## config.mk

```make
export PLATFORM = sky130hd
export DESIGN_NAME = prog_seq_ctrl
export DESIGN_NICKNAME = d
export VERILOG_FILES = /design/src/rtl/prog_seq_ctrl.sv
export SDC_FILE = /design/constraint.sdc
export NUM_CORES = 1
export LEC_CHECK = 0
export CAP_MARGIN = 15
export CORE_ASPECT_RATIO = 1.1
export CORE_UTILIZATION = 45
export CTS_BUF_LIST = sky130_fd_sc_hd__clkbuf_16
export CTS_CLUSTER_DIAMETER = 120
export DETAILED_ROUTE_END_ITERATION = 16
export PLACE_DENSITY = 0.81
export SYNTH_ARGS = -nofsm -noshare
export SYNTH_HDL_FRONTEND = slang
export SYNTH_SLANG_ARGS = --single-unit
```

## constraint.sdc

```tcl
create_clock -name CLK -period 4.21 [get_ports CLK]
set_input_delay 1.0525 -clock CLK [delete_from_list [all_inputs] [get_ports CLK]]
set_output_delay 1.0525 -clock CLK [all_outputs]
set_load 0.03 [all_outputs]
```

## src/rtl/prog_seq_ctrl.sv

```systemverilog
// Program sequencer for a small core: launches programs 1..3 in rotation,
// captures divisor bytes, and traps divide-by-zero and watchdog faults.
module prog_seq_ctrl #(
   parameter logic [15:0] TIMEOUT = 16'd50000
) (
   input  logic       CLK,
   input  logic       Reset,
   input  logic       Start,
   input  logic       Ack,
   input  logic [8:0] Instruction,
   input  logic [7:0] DataIn,
   input  logic [9:0] PC,
   output logic [1:0] ProgState,
   output logic       CoreReset,
   output logic       Busy,
   output logic       Done,
   output logic       Halt,
   output logic       DivZero,
   output logic       Timeout,
   output logic [7:0] divisor_msb,
   output logic [7:0] divisor_lsb
);

   typedef enum logic [2:0] {
      S_IDLE,
      S_INIT,
      S_RUN,
      S_DONE,
      S_FAULT
   } state_t;

   localparam logic [15:0] TIMEOUT_LAST = TIMEOUT - 16'd1;

   state_t      state_reg, state_next;
   logic [1:0]  prog_reg, prog_next;
   logic [7:0]  msb_reg, msb_next;
   logic [7:0]  lsb_reg, lsb_next;
   logic [15:0] count_reg, count_next;
   logic        div_zero_reg, div_zero_next;
   logic        timeout_reg, timeout_next;
   logic        core_reset_reg, busy_reg, done_reg, halt_reg;
   logic        zero_hit;

   // Zero check looks at divisor registers as held before this edge.
   always_comb begin
      zero_hit = 1'b0;
      if (prog_reg == 2'b01 && PC == 10'h02C && {msb_reg, lsb_reg} == 16'h0000)
         zero_hit = 1'b1;
      if (prog_reg == 2'b10 && PC == 10'h067 && msb_reg == 8'h00)
         zero_hit = 1'b1;
   end

   always_comb begin
      state_next    = state_reg;
      prog_next     = prog_reg;
      msb_next      = msb_reg;
      lsb_next      = lsb_reg;
      count_next    = count_reg;
      div_zero_next = div_zero_reg;
      timeout_next  = timeout_reg;
      case (state_reg)
         S_IDLE: begin
            if (Start) begin
               prog_next  = (prog_reg == 2'b11) ? 2'b01 : prog_reg + 2'b01;
               state_next = S_INIT;
            end
         end
         S_INIT: begin
            msb_next   = 8'h00;
            lsb_next   = 8'h00;
            count_next = 16'h0000;
            state_next = S_RUN;
         end
         S_RUN: begin
            if (count_reg != 16'hFFFF)
               count_next = count_reg + 16'd1;
            case (prog_reg)
               2'b01: begin
                  if (Instruction == 9'h007)
                     msb_next = DataIn;
                  else if (Instruction == 9'h00F)
                     lsb_next = DataIn;
               end
               2'b10: begin
                  if (Instruction == 9'h017)
                     msb_next = DataIn;
                  lsb_next = 8'h00;
               end
               default: ;
            endcase
            if (zero_hit) begin
               div_zero_next = 1'b1;
               state_next    = S_FAULT;
            end else if (Ack) begin
               state_next = S_DONE;
            end else if (count_reg == TIMEOUT_LAST) begin
               timeout_next = 1'b1;
               state_next   = S_FAULT;
            end
         end
         S_DONE: state_next = S_IDLE;
         S_FAULT: begin
            if (Start) begin
               div_zero_next = 1'b0;
               timeout_next  = 1'b0;
               state_next    = S_IDLE;
            end
         end
         default: state_next = S_IDLE;
      endcase
   end

   // Status outputs are decoded from the next state so they line up with it.
   always_ff @(posedge CLK) begin
      if (Reset) begin
         state_reg      <= S_IDLE;
         prog_reg       <= 2'b00;
         msb_reg        <= 8'h00;
         lsb_reg        <= 8'h00;
         count_reg      <= 16'h0000;
         div_zero_reg   <= 1'b0;
         timeout_reg    <= 1'b0;
         core_reset_reg <= 1'b0;
         busy_reg       <= 1'b0;
         done_reg       <= 1'b0;
         halt_reg       <= 1'b0;
      end else begin
         state_reg      <= state_next;
         prog_reg       <= prog_next;
         msb_reg        <= msb_next;
         lsb_reg        <= lsb_next;
         count_reg      <= count_next;
         div_zero_reg   <= div_zero_next;
         timeout_reg    <= timeout_next;
         core_reset_reg <= (state_next == S_INIT);
         busy_reg       <= (state_next == S_INIT) || (state_next == S_RUN);
         done_reg       <= (state_next == S_DONE);
         halt_reg       <= (state_next == S_FAULT);
      end
   end

   assign ProgState   = prog_reg;
   assign CoreReset   = core_reset_reg;
   assign Busy        = busy_reg;
   assign Done        = done_reg;
   assign Halt        = halt_reg;
   assign DivZero     = div_zero_reg;
   assign Timeout     = timeout_reg;
   assign divisor_msb = msb_reg;
   assign divisor_lsb = lsb_reg;

endmodule

```

# Yosys cells after proc, flatten, opt, wreduce, memory -nomap -nowiden
# Index checks and enable logic that the tools add are counted.
# W data, S select, Z words.
[word_totals]
reg_bits = 43
latch_bits = 0
ram_bits = 0
romBits = 0
mem_count = 0
[op_classes]
addsub = 2
mul = 0
div = 0
n_lt_le_gt_ge = 0
n_eq_ne = 28
shifts = 0
mux = 26
bitwise_logic = 0
reduce_logical = 16
[op_table]
columns = ["op", "n"]
rows = [
  ["$pmux W8 S2", 4],
  ["$mux W8", 4],
  ["$pmux W16 S2", 1],
  ["$add A16 B1 Y16 const B", 1],
  ["$eq A16 B16 Y1 const B", 1],
  ["$logic_not A16 Y1", 1],
  ["$mux W16", 1],
  ["$ne A16 B16 Y1 const B", 1],
  ["$mux W3", 5],
  ["$ne A3 B3 Y1 const B", 5],
  ["$ne A2 B2 Y1 const B", 6],
  ["$pmux W3 S4", 1],
  ["$eq A10 B6 Y1 const B", 1],
  ["$eq A10 B7 Y1 const B", 1],
  ["$eq A3 B2 Y1 const B", 3],
  ["$eq A9 B3 Y1 const B", 1],
  ["$eq A9 B4 Y1 const B", 1],
  ["$eq A9 B5 Y1 const B", 1],
  ["$logic_not A8 Y1", 1],
  ["$reduce_and A4 Y1", 2],
  ["$mux W1", 7],
  ["$eq A3 B1 Y1 const B", 2],
  ["$eq A3 B3 Y1 const B", 2],
  ["$reduce_and A5 Y1", 1],
  ["other kinds (11)", 18],
]

# Longest topological paths before layout
# Gate-level depths: netlist (run 1).
[depth]
ltp_word = 9
depth_mapped = 8

# Least setup slack after synthesis (run 1)
# Ideal clock, no wire load.
[synth_path]
path_kind = "input-to-reg"
start = "input port Instruction[5]"
end = "register lsb_reg[3], in the netlist divisor_lsb[3]"
setup_ps = 128
arrival_time_ps = 2218
t_required_ps = 4082
setup_slack_ps = 1864
stages = 5
path_cell_list = "nor4b_1 -> nand4b_1 -> a31oi_4 -> mux2i_1 -> nor2_1"
[synth_between]
elab_chain_len = 3
elab_cells_between_ends = 5
[synth_rtl]
columns = ["item", "line", "text"]
rows = [
  ["start: declaration", "10", "input logic [8:0] Instruction,"],
  ["$eq A9 B4 Y1 or $eq A9 B3 Y1 (tied branches)", "81, 79", ""],
  ["$ne A3 B3 Y1 (no source line)", "--", ""],
  ["$reduce_and A4 Y1 (no source line) *", "--", ""],
  ["end signal: assignment", "131", "lsb_reg <= lsb_next;"],
  ["end: declaration", "37", "logic [7:0] lsb_reg, lsb_next;"],
]
# Mark *: on every way between the ends. The rest lies on a longest branch, timed or not.
# A chain may end at the register's enable or synchronous reset.

# Worst setup path in the final report (run 1)
[layout_path]
start = "input port Instruction[5]"
end = "register msb_reg[2], in the netlist divisor_msb[2]"
[layout_between]
elab_chain_len = 3
elab_cells_between_ends = 5
[layout_rtl]
columns = ["item", "line", "text"]
rows = [
  ["$eq A9 B5 Y1 or $eq A9 B3 Y1 (tied branches)", "85, 79", ""],
  ["$ne A3 B3 Y1 (no source line)", "--", ""],
  ["$reduce_and A4 Y1 (no source line) *", "--", ""],
  ["end signal: assignment", "130", "msb_reg <= msb_next;"],
  ["end: declaration", "36", "logic [7:0] msb_reg, msb_next;"],
]
# Marked as above.

==> key figures, run 1 <==
Run status
  • Status: completed

Floorplanning
  • Die Y: 74.4 microns
  • Core area: 4440 sq um
  • Rows: 25
  • Number of I/O pins: 55
  • Initial cell density of the core: 48.2%
  • Chip Width: 67.8 microns
  • DIE AREA: 5040 sq um

Worst hold path
  • Worst Hold Endpoint: count_reg[1]
  • Hold Crit Start: count_reg[1]
  • HP Class: flop to flop
  • Worst Hold Depth: 2

Worst setup path
  • Worst-path fanout max: 16
  • R2R cell count: 6
  • Buf/Inv on CP: 1
  • CP startpoint kind: input pin
  • CP Class: input pin to flop
  • Required time worst endpoint: 4430 ps
  • CP arrival: 2860 ps
  • Crit. Startpoint: Instruction[5]
  • Reg-to-Reg End: divisor_msb[2]
  • FF-to-FF Start: state_reg[1]
  • Critical path's slowest cell: a221oi_4
  • Family with the most delay on the worst path: simple AND/OR/NAND/NOR gates
  • Setup crit end kind: flop
  • Cell-by-cell listing of the critical path: clkdlybuf4s50_1 -> nor4b_1 -> nand3b_1 -> a221oi_4 -> nand3_1 -> a21oi_1
  • Max incr delay on CP: 540 ps
  • Reg-to-reg setup timing slack: 1860 ps

Power
  • Power share of the clock group: 41.9%
  • Switch share: 24.9%
  • P per Cell Area: 360 nW/um^2
  • Comb pwr share: 16.7%
  • Worst vdd rail ir drop: 215 uV
  • Leakage power: 0.00103 uW
  • Psw: 257 uW
  • Flop pwr share: 41.4%
  • Cell Int Power: 775 uW

STA
  • RSZ-0062 raised after global routing: false
  • Fin. max-slew vios: 0
  • Final Setup Violations: 0
  • Max Fclk: 378 MHz
  • Hold Slack: 487 ps
  • Min Tclk post-route: 2650 ps
  • Final WS setup: 1560 ps
  • Worst-Margin Slew: 809 ps
  • Worst clock skew: 4.98 ps
  • Slew headroom: 45.6%
  • Setup TNS: 0 ps
  • Final hold viol count: 0
  • Final worst path period share: 62.8%

Logic synthesis
  • Most common cell in the netlist: dfxtp_1
  • Ys flop type: dfxtp_1
  • YS warnings: 0
  • Synth area leaders: dfxtp_1, nor2_1, a21oi_1
  • Synthesized-area fraction occupied by adder cells: 1.75%
  • Largest family of logic cells by synthesized area: simple AND/OR/NAND/NOR gates
  • Synth async-reset ratio: 0%
  • Share of the synthesized area in the top cell type: 40.2%
  • Synth Area in Compound Gates: 16.0%
  • Post-Synthesis Cells: 246
  • Seq cells post-synth: 43
  • Post-synthesis simple-gate area fraction: 32.0%
  • Post-synthesis xor/xnor area fraction: 2.45%
  • Sequential fraction of the synthesis area: 40.2%
  • Syn avg cell area: 8.71 sq um
  • Post-synth top area cell: dfxtp_1
  • Mux share of post-synthesis cell area: 4.21%
  • Most instantiated cells after synthesis: dfxtp_1, nor2_1, a21oi_1
  • Post-Syn Nets: 280
  • Synthesized area: 2140 sq um
  • Post-synth EDFFs: 0
  • Unique masters post-synth: 47

Route
  • Total vias in the final route: 2,035
  • Post-Route WL: 5250 microns
  • Vias/cell: 5.76
  • Initial DRC count: 115
  • WL per Instance: 14.9 microns
  • Antenna-violating nets left: 0
  • Drt drc: 0
  • DR pass1 iterations: 4

Layout
  • Area Overhead vs Synth: 34.0%
  • Share of layout cells above drive strength 1: 6.02%
  • Max reg flops: 16
  • Fin util: 64.6%
  • Antenna diodes: 0
  • Final net count: 332
  • Filler cells: 378

CTS
  • Post-CTS resize count: 0
  • H-tree Lvls: 2
  • CTS Hold Bufs: 0
  • Number of buffers created by CTS: 5
  • Clock tree buffer depth: 2
  • CTS tree: yes
  • Clock transition at path regs: 60 ps
  • Post-CTS repair timing setup buffer count: 0
  • Num Clock Sinks: 43
  • Insertion delay to the later sink of the worst-skew pair: 280 ps
  • Root buffer cell: clkbuf_16

Placement
  • I/O Buffers: 54
  • Dpl ws: 1260 ps
  • Placer Congestion: 0.885
  • Detailed Place HPWL: 3840 microns

Global routing
  • Initial antenna violation count: 0
  • Total grt overflow: 0
  • First-pass GRT wire length: 8800 microns
  • Largest net degree at the start of global routing: 33
  • GRT Util Overall: 23.3%
  • Number of global-route vias before repair: 1,968

Run
  • Max_cap viols: 0
==> final cells by class <==
cell class	instances	area, sq um	area share [%]
multi-input cells	188	1210	42.1
flip-flops and latches	43	861	30.0
repair buffers	56	556	19.4
clock buffers	5	125	4.36
well taps	54	67.6	2.35
clock inverters	3	38.8	1.35
inverters	4	15.0	0.523
==> kinds of logic (layout without fill, tap and decap cells) <==
family                     count (synthesis)  count (layout)
and+or+nand+nor                          123             123
AOI/OAI and AO/OA                         47              47
DFF                                       43              43
buffers and inverters                     15              68
muxes                                      9               9
xor gates and xnor gates                   6               6
adders and majority gates                  3               3
==> stage by stage <==
stage,instances,power [uW],instance area (sq um)
finish,353,1030,2870
global route,353,1070,2870
CTS,353,1040,2870
detailed placement,345,608,2710
global placement,345,606,2710
floorplan,246,544,2140
==> routing by layer <==
metal | wire length, microns | up-vias | part of all wire, % | track usage (%)
met5 | 0 | - | 0 | 0
met4 | 149 | 0 | 2.8 | 12.0
met3 | 302 | 14 | 5.8 | 6.60
met2 | 2550 | 70 | 49 | 38.9
met1 | 2250 | 938 | 43 | 26.8
li1 | - | 1013 | - | -
==> power groups by stage <==
stage	sequential [uW]	combinational, uW	clock [uW]
final	428	172	432
after global routing	429	187	457
after CTS	427	173	443
after detailed placement	436	172	0
after global placement	436	170	0
after floorplan	450	93.9	0
==> cells in the final DEF (no fill, tap or decap), types with 2 or more instances in the layout <==
| cell type | instances |
|---|---|
| a211oi_1 | 2 |
| nor4_1 | 5 |
| buf_4 | 2 |
| a31oi_1 | 4 |
| nand2_1 | 13 |
| nor2_1 | 33 |
| a41o_1 | 3 |
| and4_1 | 5 |
| nor3_1 | 5 |
| nor3b_1 | 2 |
| o211ai_1 | 2 |
| inv_1 | 4 |
| nand4_1 | 9 |
| nand3_1 | 13 |
| or3_1 | 4 |
| nor3b_2 | 2 |
| clkdlybuf4s50_1 | 54 |
| a21oi_1 | 20 |
| xnor2_1 | 5 |
| mux2i_1 | 9 |
| clkbuf_16 | 5 |
| nand2b_1 | 9 |
| nor4b_1 | 4 |
| a22o_1 | 2 |
| o21ai_0 | 4 |
| dfxtp_1 | 43 |
| and3_1 | 11 |
| nand3b_1 | 2 |
| ha_1 | 3 |
==> worst max-delay path by stage <==
| stage | cells past startpoint | slack, ps | endpoint |
|---|---|---|---|
| 2_1_floorplan | 5 | 1860 | divisor_lsb[3] |
| 3_5_place_dp | 6 | 1260 | divisor_msb[2] |
| 5_1_grt | 6 | 1350 | divisor_msb[2] |
| 4_1_cts | 6 | 1550 | divisor_msb[2] |
| 3_3_place_gp | 6 | 1270 | divisor_msb[2] |
| 6_report | 6 | 1560 | divisor_msb[2] |
==> worst register-to-register path, delay by kind of cell (launching register included) <==
kind | cells | cell delay (ps)
DFF | 1 | 400
buffers and inverters | 1 | 340
AOI/OAI and AO/OA | 3 | 920
and+or+nand+nor | 2 | 620
Note: power is estimated with default switching activity, not from simulation.
==> run 2: changes to the inputs <==
- CORE_UTILIZATION: 45 -> 44
- PLACE_DENSITY: 0.81 -> 0.83
- clock period: 4.21 -> 2.13 ns (I/O delays scaled with it)
==> key figures, run 2 (synthesis results as in run 1) <==
Run status
  • Status: completed (unchanged)

Worst setup path
  • Max incr delay on CP: 400 ps (was 540 ps)
  • Cell-by-cell listing of the critical path: clkdlybuf4s50_1 -> nor4b_1 -> nand4b_1 -> a31oi_4 -> buf_12 -> mux2i_1 -> nor2_1 (was clkdlybuf4s50_1 -> nor4b_1 -> nand3b_1 -> a221oi_4 -> nand3_1 -> a21oi_1)
  • Worst-path fanout max: 8 (was 16)
  • Required time worst endpoint: 2300 ps (was 4430 ps)
  • Setup crit end kind: flop (unchanged)
  • Crit path capture: divisor_lsb[1] (was divisor_msb[2])
  • CP arrival: 2150 ps (was 2860 ps)
  • R2R cell count: 7 (was 6)
  • Buf/Inv on CP: 2 (was 1)
  • Crit. Startpoint: Instruction[5] (unchanged)
  • CP Class: input pin to flop (unchanged)
  • Family with the most delay on the worst path: simple AND/OR/NAND/NOR gates (unchanged)
  • CP startpoint kind: input pin (unchanged)
  • Critical path's slowest cell: clkdlybuf4s50_1 (was a221oi_4)
  • Reg-to-reg setup timing slack: 230 ps (was 1860 ps)
  • FF-to-FF Start: ProgState[1] (was state_reg[1])
  • Reg-to-Reg End: Halt (was divisor_msb[2])
  • Crit path depth: 7 (was 6)

CTS
  • Clock tree buffer depth: 2 (unchanged)
  • Post-CTS resize count: 0 (unchanged)
  • Root buffer cell: clkbuf_16 (unchanged)
  • H-tree Lvls: 2 (unchanged)
  • Insertion delay to the later sink of the worst-skew pair: 290 ps (was 280 ps)
  • CTS tree: yes (unchanged)
  • Number of buffers created by CTS: 5 (unchanged)
  • Post-CTS repair timing setup buffer count: 0 (unchanged)
  • Num Clock Sinks: 43 (unchanged)
  • CTS Hold Bufs: 0 (unchanged)
  • Clock transition at path regs: 60 ps (about the same)

Global routing
  • Number of global-route vias before repair: 1,901 (was 1,968)
  • Largest net degree at the start of global routing: 30 (was 33)
  • Total grt overflow: 0 (unchanged)
  • First-pass GRT wire length: 8450 microns (was 8800 microns)
  • Initial antenna violation count: 0 (unchanged)
  • GRT Util Overall: 22.0% (was 23.3%)

STA
  • Final Setup Violations: 0 (unchanged)
  • Final worst path period share: 93.2%
  • Slew headroom: 68.0% (was 45.6%)
  • Max Fclk: 504 MHz
  • Fin. max-slew vios: 0 (unchanged)
  • Worst-Margin Slew: 479 ps (was 809 ps)
  • Min Tclk post-route: 1980 ps
  • Final hold viol count: 0 (unchanged)
  • Worst clock skew: 5.92 ps (was 4.98 ps)
  • Final WS setup: 146 ps (was 1560 ps)
  • RSZ-0062 raised after global routing: false (unchanged)
  • Hold Slack: 486 ps (was 487 ps)

Worst hold path
  • HP Class: flop to flop (unchanged)

Route
  • Drt drc: 0 (unchanged)
  • Vias/cell: 5.67 (was 5.76)
  • WL per Instance: 14.3 microns (was 14.9 microns)
  • Total vias in the final route: 2,087 (was 2,035)
  • Initial DRC count: 116 (was 115)
  • Antenna-violating nets left: 0 (unchanged)
  • DR pass1 iterations: 5 (was 4)
  • Post-Route WL: 5250 microns (about the same)

Placement
  • Placed Area: 2830 sq um (was 2710 sq um)
  • Detailed Place HPWL: 3810 microns (was 3840 microns)
  • I/O Buffers: 54 (unchanged)
  • Dpl cells: 360 (was 345)
  • Placer Congestion: 0.847 (was 0.885)
  • Dpl ws: -150 ps (was 1260 ps)

Floorplanning
  • Chip Width: 68.5 microns (was 67.8 microns)
  • DIE AREA: 5150 sq um (was 5040 sq um)
  • Rows: 26 (was 25)
  • Die Y: 75.2 microns (was 74.4 microns)
  • Number of I/O pins: 55 (unchanged)
  • Initial cell density of the core: 46.0% (was 48.2%)
  • Core area: 4650 sq um (was 4440 sq um)

Run
  • Max_cap viols: 0 (unchanged)

Layout
  • Share of layout cells above drive strength 1: 9.94% (was 6.02%)
  • Most common cell after layout, fill and taps aside: clkdlybuf4s50_1 (unchanged)
  • Final net count: 345 (was 332)
  • Max reg flops: 16 (unchanged)
  • Post-route cell area: 2970 sq um (was 2870 sq um)
  • Post-Layout Cell Count: 368 (was 353)
  • Area Overhead vs Synth: 38.8% (was 34.0%)
  • Commonest non-fill, non-tap cells in the layout: clkdlybuf4s50_1, dfxtp_1, nor2_1 (unchanged)
  • Antenna diodes: 0 (unchanged)

Power
  • Comb pwr share: 19.6% (was 16.7%)
  • Cell Int Power: 1450 uW (was 775 uW)
  • P per Cell Area: 665 nW/um^2 (was 360 nW/um^2)
  • Power share of the clock group: 37.7% (was 41.9%)
  • Flop pwr share: 42.7% (was 41.4%)
  • Psw: 526 uW (was 257 uW)
  • Switch share: 26.6% (was 24.9%)
  • Worst vdd rail ir drop: 556 uV (was 215 uV)
  • Leakage power: 0.00110 uW (was 0.00103 uW)
[run 2: changes by cell type in the layout (fill, tap and decap cells not counted), sizes merged]
cell,previous run,this run
clkinv,2,1
bufinv,1,0
clkinvlp,0,1
buf,2,15
inv,4,5
[run 2: area by class of cell]
class,count,area (sq um)
clock buffers,5,125
clock inverters,3,16.3
fillers,376,1680
inverters,4,15.0
multi-input cells,188,1210
flip-flops and latches,43,861
well taps,56,70.1
repair buffers,69,678
[run 2: through the flow]
| stage | TNS, ps | power, uW | util [%] |
|---|---|---|---|
| final | 0 | 1980 | 63.9 |
| after global routing | 0 | 2050 | 63.9 |
| after CTS | 0 | 1980 | 63.9 |
| after floorplan | 0 | 1080 | - |
| after global placement | -2210 | 1240 | 60.9 |
| after detailed placement | -2500 | 1250 | 60.9 |
[run 2: worst min path at each step]
| stage | slack (ps) | to | cells past startpoint | startpoint |
|---|---|---|---|---|
| 3_5_place_dp | 480 | divisor_msb[3] | 2 | divisor_msb[3] |
| 5_1_grt | 500 | divisor_msb[7] | 2 | divisor_msb[7] |
| 6_report | 490 | divisor_msb[5] | 2 | divisor_msb[5] |
| 2_1_floorplan | 460 | count_reg[1] | 2 | count_reg[1] |
| 4_1_cts | 490 | divisor_msb[3] | 2 | divisor_msb[3] |
| 3_3_place_gp | 470 | count_reg[1] | 2 | count_reg[1] |
[run 2: worst register-to-register path, cell delays in order (launching register included)]
cell and delay, ps:
dfxtp_1 330, inv_1 60, ha_1 200, nor4b_1 360, nand4_1 240, a21oi_1 290, o21ai_0 160, a21oi_1 180
[run 2: power by group through the flow]
| stage | sequential, uW | combinational [uW] | clock [uW] |
|---|---|---|---|
| after floorplan | 890 | 186 | 0 |
| after global placement | 861 | 379 | 0 |
| after detailed placement | 861 | 386 | 0 |
| after CTS | 844 | 388 | 752 |
| after global routing | 847 | 416 | 785 |
| final | 844 | 388 | 745 |
[run 2: per-layer routing]
metal	wire, microns	GRT usage [%]	part of all wire (%)
met1	2230	24.7	42
met2	2690	39.5	51
met3	279	6.52	5.3
met4	57	6.71	1.1
met5	0	0	0
==> run 3: changes to the inputs <==
- CAP_MARGIN: 15 -> 10
==> results of run 3 <==
Same layout as run 2: the final DEF is identical, and so are final timing and power.
